### config.mk
export PLATFORM = sky130hd
export DESIGN_NAME = ltl_report_collector
export DESIGN_NICKNAME = d
export VERILOG_FILES = /design/src/rtl/ltl_report_collector.sv
export SDC_FILE = /design/constraint.sdc
export NUM_CORES = 1
export LEC_CHECK = 0
export CAP_MARGIN = 0
export CORE_MARGIN = 2
export CORE_UTILIZATION = 50
export CTS_BUF_LIST = sky130_fd_sc_hd__clkbuf_16
export CTS_CLUSTER_SIZE = 20
export DETAILED_ROUTE_END_ITERATION = 6
export GPL_TIMING_DRIVEN = 0
export PLACE_DENSITY = 0.82
export SYNTH_ARGS = -nofsm -noshare
export SYNTH_HDL_FRONTEND = slang
export SYNTH_SLANG_ARGS = --single-unit
### constraint.sdc
create_clock -name clk -period 3.9 [get_ports clk]
set_input_delay 0.585 -clock clk [delete_from_list [all_inputs] [get_ports clk]]
set_output_delay 0.585 -clock clk [all_outputs]
set_load 0.02 [all_outputs]
### src/rtl/ltl_report_collector.sv
// Timestamped report collector: samples automaton report lines on each run
// cycle, queues {ts, report_in} events in a FIFO, and tracks drops and sticky reports.
module ltl_report_collector #(
  parameter int NUM_REPORTS = 4,
  parameter int TS_WIDTH    = 16,
  parameter int DEPTH       = 8
) (
  input  logic                            clk,
  input  logic                            reset,
  input  logic                            run,
  input  logic [NUM_REPORTS-1:0]          report_in,
  output logic                            out_valid,
  input  logic                            out_ready,
  output logic [TS_WIDTH+NUM_REPORTS-1:0] out_data,
  output logic [NUM_REPORTS-1:0]          sticky_reports,
  output logic                            overflow,
  output logic [7:0]                      drop_count
);

  localparam int AW = (DEPTH > 1) ? $clog2(DEPTH) : 1;
  localparam int EW = TS_WIDTH + NUM_REPORTS;
  localparam logic [AW:0] CNT_FULL = (AW+1)'(DEPTH);

  logic [EW-1:0]       mem [DEPTH];
  logic [TS_WIDTH-1:0] ts;
  logic [AW-1:0]       wr_ptr;
  logic [AW-1:0]       rd_ptr;
  logic [AW:0]         count;

  logic evt;
  logic full;
  logic pop;
  logic push;
  logic drop;

  // A full FIFO still accepts a push when the head leaves in the same cycle.
  always_comb begin
    evt  = run && (report_in != '0);
    full = (count == CNT_FULL);
    pop  = (count != '0) && out_ready;
    push = evt && (!full || pop);
    drop = evt && full && !pop;
  end

  assign out_valid = (count != '0);
  assign out_data  = mem[rd_ptr];

  // Storage is not reset; pointers and count define what is valid.
  always_ff @(posedge clk) begin
    if (!reset && push) begin
      mem[wr_ptr] <= {ts, report_in};
    end
  end

  always_ff @(posedge clk) begin
    if (reset) begin
      ts     <= '0;
      wr_ptr <= '0;
      rd_ptr <= '0;
      count  <= '0;
    end else begin
      if (run) begin
        ts <= ts + 1'b1;
      end
      if (push) begin
        wr_ptr <= wr_ptr + 1'b1;
      end
      if (pop) begin
        rd_ptr <= rd_ptr + 1'b1;
      end
      case ({push, pop})
        2'b10:   count <= count + 1'b1;
        2'b01:   count <= count - 1'b1;
        default: count <= count;
      endcase
    end
  end

  always_ff @(posedge clk) begin
    if (reset) begin
      sticky_reports <= '0;
      overflow       <= 1'b0;
      drop_count     <= '0;
    end else begin
      if (run) begin
        sticky_reports <= sticky_reports | report_in;
      end
      if (drop) begin
        overflow <= 1'b1;
        if (drop_count != 8'hFF) begin
          drop_count <= drop_count + 1'b1;
        end
      end
    end
  end

endmodule

Yosys cells after proc, flatten, opt, wreduce, memory -nomap -nowiden
Memory sizes are Yosys's and may differ from the RTL's. A register that Yosys moved wholly into a read port is not among the register bits.
Index checks and enable logic that the tools add are counted.
{"block": "totals", "reg_bits": 39, "latch_bits": 0, "mem_bits_rw": 160, "romBits": 0, "inputBits": 8, "output_inout_bits": 34, "wordCells": 38, "n_memories": 1}
{"block": "op_classes", "addsub": 6, "multipliers": 0, "div_mod_pow": 0, "order_cmp": 0, "n_eq_ne": 4, "n_shift": 0, "mux": 5, "n_bitwise": 1, "n_reduce_logical": 14}
{"name": "mem", "words": 8, "word_bits": 20, "read_ports": 1, "rd_ports_with_merged_regs": 1, "wr": 1, "line": "24", "source": "logic [EW-1:0] mem [DEPTH];"}
{"cell": "$add 16x1->16 const B", "count": 1}
{"cell": "$add 8x1->8 const B", "count": 1}
{"cell": "$ne 8x8->1 const B", "count": 1}
{"cell": "$pmux 4 s2", "count": 1}
{"cell": "$reduce_bool 4->1", "count": 2}
{"cell": "$add 3x1->3 const B", "count": 2}
{"cell": "$logic_and 1x1->1", "count": 6}
{"cell": "$mux 3", "count": 2}
{"cell": "$add 4x1->4 const B", "count": 1}
{"cell": "$eq 4x4->1 const B", "count": 1}
{"cell": "$or 4x4->4", "count": 1}
{"cell": "$sub 4x1->4 const B", "count": 1}
{"cell": "$logic_not 1->1", "count": 3}
{"cell": "$eq 2x1->1 const B", "count": 1}
{"cell": "$eq 2x2->1 const B", "count": 1}
{"cell": "$mux 1", "count": 2}
{"cell": "$reduce_and 2->1", "count": 1}
{"cell": "$reduce_bool 2->1", "count": 1}
{"cell": "$logic_or 1x1->1", "count": 1}

Longest topological paths before layout
Gate-level depths: netlist (run 1).
{"block": "depth", "word_depth": 7, "mapped_depth": 8, "mapped_depth_nobuf": 7}

Worst setup path before layout (run 1)
OpenSTA, ideal clock, no wires.
{"block": "synth_timing", "path_kind": "in2reg", "from": "input port report_in[0]", "to": "memory mem[0][0] (netlist bit), enable pin", "setup_ns": 0.448, "arrival_time_ns": 3.247, "required_time_ns": 3.452, "path_slack_ns": 0.205, "cell_stages": 4, "path_buffers": 1, "cell_sequence": "o41a_1 a21boi_2 buf_6 nor4bb_1"}
{"block": "synth_via", "elab_chain_cells": 6}
{"item": "start: declaration", "line": "11", "source": "input logic [NUM_REPORTS-1:0] report_in,"}
{"item": "$reduce_bool 4->1", "line": "38", "source": "evt = run && (report_in != '0);"}
{"item": "$logic_and 1x1->1", "line": "38"}
{"item": "$logic_and 1x1->1", "line": "41", "source": "push = evt && (!full || pop);"}
{"item": "$logic_and 1x1->1", "line": "50", "source": "if (!reset && push) begin"}
{"item": "$mux 1", "line": "50"}
{"item": "$mux 1 (not written as such)", "line": "51", "source": "mem[wr_ptr] <= {ts, report_in};"}
{"item": "end: declaration", "line": "24"}
No other way between the ends.

==> results of run 1 <==
[cells by family (layout without fill, tap and decap cells)]
| group | Yosys count | after routing | synth area share (%) |
|---|---|---|---|
| multiplexers | 66 | 66 | 15.0 |
| AND/OR/NAND/NOR | 97 | 97 | 6.54 |
| AO/OA/AOI/OAI | 38 | 38 | 3.36 |
| buffers and inverters | 27 | 118 | 1.59 |
| flip-flops | 202 | 202 | 71.1 |
| XOR/XNOR | 15 | 15 | 1.65 |
| adder cells (fa/ha/maj) | 5 | 5 | 0.788 |
[final timing paths]
kind | cells after the start | end | startpoint
worst min register to register | 2 | sticky_reports[3] | sticky_reports[3]
worst max register to register | 7 | mem[4][13] | count[0]
worst min-delay path | 2 | sticky_reports[3] | sticky_reports[3]
worst max-delay path | 4 | out_data[19] | register
[cell usage in the layout (no fill, tap or decap), drive strengths merged, types with 4 or more instances in the layout]
cell type      count
edfxtp           160
dfxtp             42
clkdlybuf4s50     41
mux4              40
nor2              35
clkbuf            32
buf               25
mux2              22
a21oi             18
inv               11
xnor2             10
nand2              9
clkinv             9
nand3              8
nor4               7
xor2               5
or4                5
o21ai              5
or3                5
ha                 5
nor3               5
nand4              4
mux2i              4
and3               4
[flip-flops by register name, indices dropped and copies added (netlist names), named ones only]
| signal | cells |
|---|---|
| mem | 160 |
| ts | 16 |
| drop_count | 8 |
| count | 4 |
| sticky_reports | 4 |
| rd_ptr | 3 |
| wr_ptr | 3 |
| overflow | 1 |
[worst max-delay path: stages (launching register included)]
cell and delay, ps:
dfxtp_1 390, clkbuf_1 640, mux4_2 420, mux2_2 310
clkdlybuf4s50_1 560
[per-layer routing]
layer	up-vias	part of all wire [%]	track usage [%]
met1	2292	40	26.6
met4	0	2.9	7.91
li1	1949	-	-
met2	199	51	34.3
met5	-	0	0
met3	42	6.8	3.16
[area by class of cell]
cell class,count,area share (%)
Inverter,6,0.238
Clock inverter,14,0.792
Sequential cell,202,59.6
Buffer,21,1.10
Timing Repair Buffer,55,6.30
Tap cell,216,2.85
Multi-Input combinational cell,221,23.3
Clock buffer,22,5.81
[power groups by stage]
stage          Combinational, uW  Sequential [uW]  Clock [uW]
6_report                     942             2410        1800
5_1_grt                     1020             2410        1900
4_1_cts                      955             2410        1830
3_5_place_dp                 947             2450           0
3_3_place_gp                 924             2450           0
2_1_floorplan                641             2450           0
[stage by stage]
step / TNS [ps] / hold WS (ps) / instance area, sq um / setup WS (ps) / power (uW)
after floorplan: 0 / 489 / 7940 / 205 / 3090
after global placement: -218410 / 450 / 8620 / -2580 / 3370
after detailed placement: 0 / 468 / 8850 / 116 / 3400
after CTS: 0 / 494 / 9480 / 512 / 5190
after global routing: 0 / 507 / 9480 / 373 / 5340
final: 0 / 484 / 9480 / 504 / 5150
==> flow_summary.ini, run 1 <==
[status]
status = finished clean

[logic_synthesis]
synthCells = 450
syn-num-nets = 463
synth_top_area_cell = edfxtp_1
synth.most_common_cell = edfxtp_1
synthTopCellsByArea = edfxtp_1, mux4_2, dfxtp_1
yosysTopAreaCellShare_pct = 60.5
syn_avg_cell_area_sq_um = 17.6
synth_warnings = 0
ys.flop_type = edfxtp_1
synth_common_cells = edfxtp_1, dfxtp_1, mux4_2, nor2_1, mux2_2
synth_area_sq_um = 7940
synth-seq-cells = 202
yosysUniqueCellTypes = 48
async_flop_share_pct = 0
synth_seq_area_share_pct = 71.1
synth_edf_count = 160

[sta]
fin_worst_skew_ps = 11.9
finalSetupViolations = 0
finalCriticalPeriod_ps = 3400
max_freq_ghz = 0.294
rsz0062_at_grt = false
worstMarginPinSlew_ps = 911
relSlewSlack_pct = 38.8
finalHoldViolations = 0
timing.final.crit_share_pct = 87.1
drv_slew = 0

[pwr]
internal-power_uw = 3870
p_seq_share_pct = 46.8
p_sw_share_pct = 24.9
power_switching_uw = 1280
combinationalPowerShare_pct = 18.3
ir_worst_vdd_uv = 337
powerDensity_nw_per_um2 = 544
clkPwrFrac_pct = 34.9
leakagePower_uw = 0.00307

[clocking]
cts_tree = done
cts_inserted_buffers = 20
clk_pin_slew_worst_paths_ps = 60
cts_setup_buffers = 0
cts_resized = 0
clk_latency_ps = 490
clock-sinks = 202
clockBufferDepth = 3
ctsHoldBuffers = 0
root_buffer = clkbuf_16
htreeDepth = 1

[detailed_routing]
via_count = 4482
drt_iter0_markers = 419
dr.pass1.iters = 4
via_per_inst = 5.92
wire_per_inst_um = 21.8
ant_nets = 0
remaining_drc_errors = 0
wl_um = 16500

[global_route]
grt_max_degree = 16
antenna_found_initial = 0
grt_pass1_vias = 4594
track_usage_pct = 20.2
grt_pass1_wl_um = 25400
grt-ovfl-total = 0

[finish]
fill_cells = 1063
multi_input_area_sq_um = 2210
diodes = 0
seq_area_sq_um = 5650
fin_cells = 757
fin_nets = 540
areaGrowthSynthToFinish_pct = 19.4
drive_above_1_share_pct = 23.5
fin_util_pct = 60.3

[floorplan]
dieArea_sq_um = 16900
num_rows = 46
start_util_pct = 50.5
dieHeight_um = 130
pin_count = 42
core_sq_um = 15700
die_w_um = 130

[hold_path]
min-delay-path-class = register to register

[critical_path]
worstSetupStartpointType = register
end_kind = primary output
cp.required_ps = 3310
arrival_ps = 2810
r2r_slack_ps = 1240
crit_type = register to primary output
cp_max_fo = 10

[place]
io_buffers = 41
place_congestion = 0.796
place_inst = 721
dpl.hpwl_um = 10300

[run]
maxCapViolCount = 0
(Power assumes the default switching activity.)
==> run 2, diff against run 1 <==
- RECOVER_POWER: default -> 50
==> flow_summary.ini, run 2 (synthesis gave the netlist of run 1 again) <==
[detailed_routing]
ant_nets = 0
wl_um = 16500
via_per_inst = 5.89
wire_per_inst_um = 21.8
dr.pass1.iters = 4
drt_iter0_markers = 407
remaining_drc_errors = 0
via_count = 4455

[sta]
finalSetupViolations = 0
drv_slew = 0
finalCriticalPeriod_ps = 3410
setup_ws_ps = 486
worstMarginPinSlew_ps = 896
rsz0062_at_grt = false
finalHoldViolations = 0
timing.hold.ws_ps = 479
fin_worst_skew_ps = 11.6
relSlewSlack_pct = 39.8
tns_ps = 0
timing.final.crit_share_pct = 87.5
max_freq_ghz = 0.293

[global_route]
grt_max_degree = 16
grt_pass1_wl_um = 25400
grt_pass1_vias = 4594
grt-ovfl-total = 0
track_usage_pct = 20.2
antenna_found_initial = 0

[floorplan]
core_sq_um = 15700
dieHeight_um = 130
dieArea_sq_um = 16900
pin_count = 42
num_rows = 46
start_util_pct = 50.5
die_w_um = 130

[critical_path]
cp_common_cell = buf_4
crit_slowest_cell = dlygate4sd3_1
path_buf_inv = 4
end_kind = register
worstSetupStartpointType = input pin
cpLargestDelayFamily = buffers and inverters
slowest_delay_ps = 760
cp.required_ps = 4090
crit_type = input pin to register
cp_max_fo = 10
arrival_ps = 3600
crit_chain = dlygate4sd3_1 -> o41a_1 -> a21boi_2 -> buf_6 -> nand2_1 -> nor4_2 -> buf_4 -> buf_4

[place]
io_buffers = 41
placed_cell_area_sq_um = 8850
dp_slack_ps = 116
dpl.hpwl_um = 10300
place_congestion = 0.796

[clocking]
cts_tree = done
clk_latency_ps = 490
cts_setup_buffers = 0
root_buffer = clkbuf_16
ctsHoldBuffers = 0
clockBufferDepth = 3
cts_resized = 0
cts_inserted_buffers = 20
htreeDepth = 1
clock-sinks = 202
clk_pin_slew_worst_paths_ps = 60

[finish]
top_register = mem
final_cell_mix = edfxtp_1, dfxtp_1, mux4_2, nor2_1, clkdlybuf4s50_1
final_cell_area_sq_um = 9480
final_common_cell = edfxtp_1
drive_above_1_share_pct = 23.3
diodes = 0
largestRegisters = mem: 160 flops, ts: 16 flops, drop_count: 8 flops
areaGrowthSynthToFinish_pct = 19.3
fin_nets = 540
largest_reg_flops = 160

[pwr]
powerDensity_nw_per_um2 = 543
ir_worst_vdd_uv = 338
leakagePower_uw = 0.00310

[status]
status = finished clean

[run]
maxCapViolCount = 0

[hold_path]
min-delay-path-class = register to register
[run 2: changes by cell type in the layout (fill, tap and decap cells not counted), sizes merged]
cell	change
clkbuf	+4
buf	-4
clkdlybuf4s50	-16
dlygate4sd3	+16
[run 2: cell type report]
| cell class | count | area [sq um] |
|---|---|---|
| fillers | 1064 | 6240 |
| flip-flops and latches | 202 | 5650 |
| multi-input cells | 221 | 2210 |
| repair buffers | 55 | 597 |
| clock buffers | 22 | 551 |
| well taps | 216 | 270 |
| plain buffers | 21 | 103 |
| clock inverters | 14 | 75.1 |
| inverters | 6 | 22.5 |
[run 2: tightest hold or removal path, cell delays in order (launching register included)]
cell and delay, ps:
dfxtp_1 330, a21oi_1 40, nor2_1 80
[run 2: where the power goes]
| part | internal, uW | switching, uW | total, uW |
|---|---|---|---|
| sequential | 2360 | 48.7 | 2410 |
| clock | 1020 | 776 | 1800 |
| combinational | 482 | 458 | 940 |
| total | 3860 | 1280 | 5150 |
[run 2: final timing paths]
check	slack (ps)	startpoint	end	cells past startpoint
worst max register to register	1250	count[0]	mem[4][13]	7
worst max-delay path	490	report_in[0]	mem[4][13]	8
worst min register to register	480	sticky_reports[3]	sticky_reports[3]	2
worst min-delay path	480	sticky_reports[3]	sticky_reports[3]	2
[run 2: per-stage QoR]
stage               utilization (%)  cells  total power (uW)
finish                         60.3    757              5150
global route                   60.3    757              5340
CTS                            60.3    757              5190
detailed placement             56.3    721              3400
global placement               54.9    707              3370
floorplan                         -    450              3090
[run 2: metal layers]
metal / up-vias / track usage [%] / routed length, um
met5: - / 0 / 0
met4: 0 / 7.91 / 459
met3: 37 / 3.16 / 1130
met2: 202 / 34.3 / 8380
met1: 2262 / 26.6 / 6550
li1: 1954 / - / -
